==> config.mk <==
export PLATFORM = sky130hd
export DESIGN_NAME = brush_painter
export DESIGN_NICKNAME = d
export VERILOG_FILES = /design/src/rtl/brush_painter.sv
export SDC_FILE = /design/constraint.sdc
export NUM_CORES = 1
export LEC_CHECK = 0
export CORE_MARGIN = 2
export CORE_UTILIZATION = 54
export DETAILED_ROUTE_END_ITERATION = 12
export HOLD_SLACK_MARGIN = 0.1
export PLACE_DENSITY = 0.83
export SKIP_CTS_REPAIR_TIMING = 1
export SYNTH_ARGS = -nofsm -noshare
export SYNTH_HDL_FRONTEND = slang
export SYNTH_SLANG_ARGS = --single-unit
==> constraint.sdc <==
create_clock -name Clk -period 7.7 [get_ports Clk]
set_input_delay 0.77 -clock Clk [delete_from_list [all_inputs] [get_ports Clk]]
set_output_delay 0.77 -clock Clk [all_outputs]
set_load 0.01 [all_outputs]
==> src/rtl/brush_painter.sv <==
// brush_painter: per-pixel brush stroke painter feeding the canvas frame store.
// Define BRUSH_ROUND_EN for a round brush (adds one pipeline stage, 2-cycle latency).
module brush_painter #(
  parameter int CANVAS_X0 = 100,
  parameter int CANVAS_Y0 = 100,
  parameter int CANVAS_W  = 440,
  parameter int CANVAS_H  = 280,
  parameter int MAX_SIZE  = 15
) (
  input  logic       Clk,
  input  logic       Reset_n,
  input  logic       VS,
  input  logic [9:0] xPos,
  input  logic [9:0] yPos,
  input  logic [7:0] Rc,
  input  logic [7:0] Gc,
  input  logic [7:0] Bc,
  input  logic [9:0] mouseX,
  input  logic [9:0] mouseY,
  input  logic       btnL,
  input  logic       btnR,
  input  logic       btnClr,
  input  logic [2:0] colSel,
  input  logic       sizeUp,
  input  logic       sizeDn,
  output logic [7:0] Ri,
  output logic [7:0] Gi,
  output logic [7:0] Bi,
  output logic [9:0] xOut,
  output logic [9:0] yOut
);
  localparam int SW = $clog2(MAX_SIZE + 1);
  localparam logic [10:0] X_LO = 11'(CANVAS_X0);
  localparam logic [10:0] X_HI = 11'(CANVAS_X0 + CANVAS_W);
  localparam logic [10:0] Y_LO = 11'(CANVAS_Y0);
  localparam logic [10:0] Y_HI = 11'(CANVAS_Y0 + CANVAS_H);

  typedef enum logic [1:0] {IDLE, DRAW, ERASE, CLEAR} state_t;

  state_t        state_q, state_d;
  logic          vs_q, clr_q;
  logic          clr_pend_q, clr_pend_d;
  logic [SW-1:0] size_q, size_d;
  logic [23:0]   colour_q, colour_d;
  logic [9:0]    cur_x_q, cur_x_d, cur_y_q, cur_y_d;
  logic          fb, clr_edge;

  assign fb       = vs_q & ~VS;
  assign clr_edge = btnClr & ~clr_q;

  function automatic logic [23:0] palette(input logic [2:0] idx);
    case (idx)
      3'd0:    palette = 24'h000000;
      3'd1:    palette = 24'hFFFFFF;
      3'd2:    palette = 24'hFF0000;
      3'd3:    palette = 24'h00FF00;
      3'd4:    palette = 24'h0000FF;
      3'd5:    palette = 24'hFFFF00;
      3'd6:    palette = 24'h00FFFF;
      default: palette = 24'hFF00FF;
    endcase
  endfunction

  always_comb begin
    state_d    = state_q;
    clr_pend_d = clr_pend_q | clr_edge;
    size_d     = size_q;
    colour_d   = colour_q;
    cur_x_d    = cur_x_q;
    cur_y_d    = cur_y_q;
    if (fb) begin
      // a clear edge arriving in the FB cycle itself is consumed right away
      clr_pend_d = 1'b0;
      if (clr_pend_q | clr_edge) state_d = CLEAR;
      else if (btnL)             state_d = DRAW;
      else if (btnR)             state_d = ERASE;
      else                       state_d = IDLE;
      cur_x_d  = mouseX;
      cur_y_d  = mouseY;
      colour_d = palette(colSel);
      if (sizeUp && !sizeDn && size_q != SW'(MAX_SIZE))
        size_d = size_q + SW'(1);
      else if (sizeDn && !sizeUp && size_q != SW'(1))
        size_d = size_q - SW'(1);
    end
  end

  always_ff @(posedge Clk or negedge Reset_n) begin
    if (!Reset_n) begin
      state_q    <= IDLE;
      vs_q       <= 1'b1;
      clr_q      <= 1'b0;
      clr_pend_q <= 1'b0;
      size_q     <= SW'(1);
      colour_q   <= '0;
      cur_x_q    <= '0;
      cur_y_q    <= '0;
    end else begin
      state_q    <= state_d;
      vs_q       <= VS;
      clr_q      <= btnClr;
      clr_pend_q <= clr_pend_d;
      size_q     <= size_d;
      colour_q   <= colour_d;
      cur_x_q    <= cur_x_d;
      cur_y_q    <= cur_y_d;
    end
  end

  logic [10:0] dx, dy, adx, ady;
  logic        in_canvas;

  always_comb begin
    dx        = {1'b0, xPos} - {1'b0, cur_x_q};
    dy        = {1'b0, yPos} - {1'b0, cur_y_q};
    adx       = dx[10] ? (11'd0 - dx) : dx;
    ady       = dy[10] ? (11'd0 - dy) : dy;
    in_canvas = ({1'b0, xPos} >= X_LO) && ({1'b0, xPos} < X_HI) &&
                ({1'b0, yPos} >= Y_LO) && ({1'b0, yPos} < Y_HI);
  end

  state_t      sel_state;
  logic        sel_in, sel_hit;
  logic [23:0] sel_colour, sel_rc;
  logic [9:0]  sel_x, sel_y;

`ifdef BRUSH_ROUND_EN
  logic [21:0] dx2_q, dx2_d, dy2_q, dy2_d, sz2_q, sz2_d;
  logic        in_q;
  state_t      st_p_q;
  logic [23:0] col_p_q, rc_p_q;
  logic [9:0]  x_p_q, y_p_q;

  always_comb begin
    dx2_d = 22'(adx) * 22'(adx);
    dy2_d = 22'(ady) * 22'(ady);
    sz2_d = 22'(size_q) * 22'(size_q);
  end

  // squares and everything the output mux needs travel together one stage
  always_ff @(posedge Clk or negedge Reset_n) begin
    if (!Reset_n) begin
      dx2_q   <= '0;
      dy2_q   <= '0;
      sz2_q   <= '0;
      in_q    <= 1'b0;
      st_p_q  <= IDLE;
      col_p_q <= '0;
      rc_p_q  <= '0;
      x_p_q   <= '0;
      y_p_q   <= '0;
    end else begin
      dx2_q   <= dx2_d;
      dy2_q   <= dy2_d;
      sz2_q   <= sz2_d;
      in_q    <= in_canvas;
      st_p_q  <= state_q;
      col_p_q <= colour_q;
      rc_p_q  <= {Rc, Gc, Bc};
      x_p_q   <= xPos;
      y_p_q   <= yPos;
    end
  end

  always_comb begin
    sel_state  = st_p_q;
    sel_in     = in_q;
    sel_hit    = in_q && (({1'b0, dx2_q} + {1'b0, dy2_q}) <= {1'b0, sz2_q});
    sel_colour = col_p_q;
    sel_rc     = rc_p_q;
    sel_x      = x_p_q;
    sel_y      = y_p_q;
  end
`else
  always_comb begin
    sel_state  = state_q;
    sel_in     = in_canvas;
    sel_hit    = in_canvas && (adx <= 11'(size_q)) && (ady <= 11'(size_q));
    sel_colour = colour_q;
    sel_rc     = {Rc, Gc, Bc};
    sel_x      = xPos;
    sel_y      = yPos;
  end
`endif

  logic [23:0] rgb_q, rgb_d;
  logic [9:0]  x_out_q, y_out_q;

  always_comb begin
    rgb_d = sel_rc;
    case (sel_state)
      CLEAR:   if (sel_in)  rgb_d = 24'hFFFFFF;
      DRAW:    if (sel_hit) rgb_d = sel_colour;
      ERASE:   if (sel_hit) rgb_d = 24'hFFFFFF;
      default: rgb_d = sel_rc;
    endcase
  end

  always_ff @(posedge Clk or negedge Reset_n) begin
    if (!Reset_n) begin
      rgb_q   <= '0;
      x_out_q <= '0;
      y_out_q <= '0;
    end else begin
      rgb_q   <= rgb_d;
      x_out_q <= sel_x;
      y_out_q <= sel_y;
    end
  end

  assign {Ri, Gi, Bi} = rgb_q;
  assign xOut = x_out_q;
  assign yOut = y_out_q;
endmodule

==> flow_metrics.py <==
metrics = {
    "yosys": {
        "synth_edf_count": 0,
        "postSynthCellCount": 487,
        "ys_ff_latch": 76,
        "synth.most_common_cell": "dfrtp_1",
        "synth_nets": 597,
        "netlist_area_mm2": 0.00465,
        "synth_top_area_frac": 0.398,
        "async_flop_share": 1.00,
        "synth-main-ff-cell": "dfrtp_1",
        "synth_area_leaders": "dfrtp_1 (40%), ha_1 (8.9%), o21a_1 (5.0%)",
        "yosysTopAreaCell": "dfrtp_1",
        "synth.distinct_cells": 71,
        "yosys-top-cells-count": "dfrtp_1 (74), inv_1 (40), nand2_1 (40)",
        "syn_area_per_cell_um2": 9.55,
        "synth-warning-count": 0,
        "ys_seq_area_frac": 0.409,
    },
    "floorplan": {
        "num_rows": 33,
        "core_area_mm2": 0.00830,
        "die_h_um": 96.8,
        "io_pins": 119,
        "start_util": 0.560,
        "die_area_mm2": 0.00937,
        "die_w_um": 96.8,
    },
    "timing": {
        "hold_viol_final": 0,
        "max_freq_mhz": 180,
        "tightestPinTransition_ps": 965,
        "rsz0062_at_grt": "no",
        "finalMaxSlewViolations": 0,
        "timing.hold.ws_ps": 519,
        "setup_violations": 0,
        "post-route-period-util": 0.723,
        "finalCriticalPeriod_ps": 5570,
        "tns_ps": 0,
        "skew_ps": 12.9,
        "maxSlewHeadroom": 0.355,
    },
    "pwr": {
        "leakage_nw": 2.52,
        "peakVddDrop_uv": 107,
        "p_total_mw": 1.38,
        "power_density_mw_per_mm2": 228,
    },
    "status": {
        "status": "completed",
    },
    "routing": {
        "vias_per_cell": 5.79,
        "drc": 0,
        "vias": 4096,
        "drt-initial-drc-count": 163,
        "wl_um": 11000,
        "postRouteAntennaNets": 0,
        "wl_per_cell_um": 15.6,
        "firstDrtPassIters": 5,
    },
    "grt": {
        "grt_use_total": 0.244,
        "grtUsageMet1": 0.305,
        "grt_pass1_vias": 4076,
        "grtUsageMet3": 0.0506,
        "grt_max_degree": 77,
        "antenna_found_initial": 0,
        "busiest_layer": "met2",
        "grt_overflow": 0,
        "met2_usage": 0.429,
        "grt_pass1_wl_um": 19100,
    },
    "cts": {
        "cts_sinks": 76,
        "clock_path_buffers": 2,
        "clkSlewWorstSetupHoldPaths_ps": 90,
        "numCtsBuffers": 9,
        "htree_levels": 3,
        "clk-insertion-delay-late_ps": 370,
        "cts_tree": "yes",
        "ctsRootBufferMaster": "clkbuf_8",
    },
    "finish": {
        "synthToLayoutAreaGrowth_pct": 29.9,
        "num-nets-final": 707,
        "stdcell_count": 707,
        "diodes": 0,
        "drive_gt1_frac": 0.0615,
    },
    "setup_path": {
        "cp-start-kind": "primary input",
        "crit_chain": "clkdlybuf4s50_1 > inv_1 > ha_1 > inv_1 > fa_1 > a21oi_1 > o221ai_1 > a2111oi_2 > nor2_1 > nor2_1 > xor2_1 > ha_1 > a21oi_1 > o21ai_0 > a22oi_1 > o311a_1 > o2111ai_1 > nor4b_1 > nor4b_1 > nand2b_1 > o21a_1",
        "arrival_ps": 5820,
        "cp_max_fo": 8,
        "crit_path_end_kind": "register",
        "rr_worst_depth": 19,
        "r2r_start": "cur_y_q[0]",
        "reg2reg_to": "rgb_q[12]",
        "path_class": "in2reg",
        "worstPathRequired_ps": 7950,
        "slowest_delay_ps": 590,
        "slowest_stage": "nor4b_1",
        "regToRegSetupSlack_ps": 2660,
    },
    "place": {
        "port_buffers": 118,
        "gp_routability_congestion": 0.871,
        "dp_cells": 691,
        "hpwl_um": 8240,
    },
    "hold_path": {
        "min_to": "cur_x_q[0]",
        "holdCritPathClass": "reg2reg",
        "min_delay_path_depth": 1,
        "hp-start": "cur_x_q[0]",
    },
    "job": {
        "drv_cap": 0,
    },
}
[per-stage QoR]
step	utilization	instance area, µm²	setup slack [ps]
finish	0.728	6040	2130
global route	0.728	6040	1520
CTS	0.728	6040	2140
detailed placement	0.705	5850	1800
global placement	0.705	5850	1980
floorplan	-	4650	3050
[how the worst max path moves through the flow]
stage,from,end
final,yPos[0],rgb_q[12]
after CTS,yPos[0],rgb_q[12]
after floorplan,yPos[0],rgb_q[0]
after global placement,yPos[0],rgb_q[0]
after detailed placement,yPos[0],rgb_q[21]
after global routing,yPos[0],rgb_q[12]
[cell type report]
class / instances / area, µm²
multi-input cells: 352 / 2490
clock buffers: 9 / 124
well taps: 105 / 131
flip-flops and latches: 76 / 1900
inverters: 40 / 150
repair buffers: 118 / 1180
clock inverters: 7 / 65.1
fillers: 623 / 2260
[critical path, delay by kind of cell]
family	cells	cell delay [ps]
compound gates	9	1820
xor+xnor	1	170
fa+ha+maj	3	920
buf+inv	3	560
simple gates	5	1570
[per-layer routing]
metal / vias to the layer above / wire, µm
li1: 1973 / -
met1: 1970 / 4800
met2: 140 / 5520
met3: 13 / 547
met4: 0 / 142
met5: - / 0
[cells in the final DEF (no fill, tap or decap), types with 3 or more instances in the layout]
cell type,count
nand3_1,9
o21ai_1,3
nand2b_1,9
xnor2_1,15
inv_1,40
mux2_2,4
a21oi_1,25
o211ai_1,6
or3_1,4
xor2_1,7
o2111ai_1,3
nor2_1,28
and3_1,4
clkbuf_8,9
nor3_1,8
a21o_1,3
nor4_1,7
o21a_1,31
nand4_1,3
a211oi_1,5
o21ai_0,32
clkdlybuf4s50_1,117
inv_6,3
ha_1,33
dfrtp_1,74
o221ai_1,4
a31oi_1,5
o311a_1,3
and2_1,5
nor2b_1,5
nand2_1,40
[where the power goes]
group          total (mW)  switching [mW]  internal [mW]
Sequential          0.478          0.0267          0.452
Clock               0.301           0.175          0.125
Combinational       0.600           0.323          0.277
[flip-flops by register name, summed over array words and instances (netlist names)]
name        flops
sel_state       2
size_q          4
yOut           10
vs_q            1
cur_y_q        10
xOut           10
clr_q           1
cur_x_q        10
colour_q        3
rgb_q          24
clr_pend_q      1
[cells by family (layout without fill, tap and decap cells)]
group,after synthesis,count (layout),share of synthesized area
AOI/OAI and AO/OA,151,151,0.229
xor gates and xnor gates,22,22,0.0414
adders and majority gates,35,35,0.0974
buffers and inverters,59,174,0.0570
DFF,76,76,0.409
muxes,6,6,0.0151
and+or+nand+nor,138,138,0.151
No activity file was read; power rests on OpenSTA's default activity.
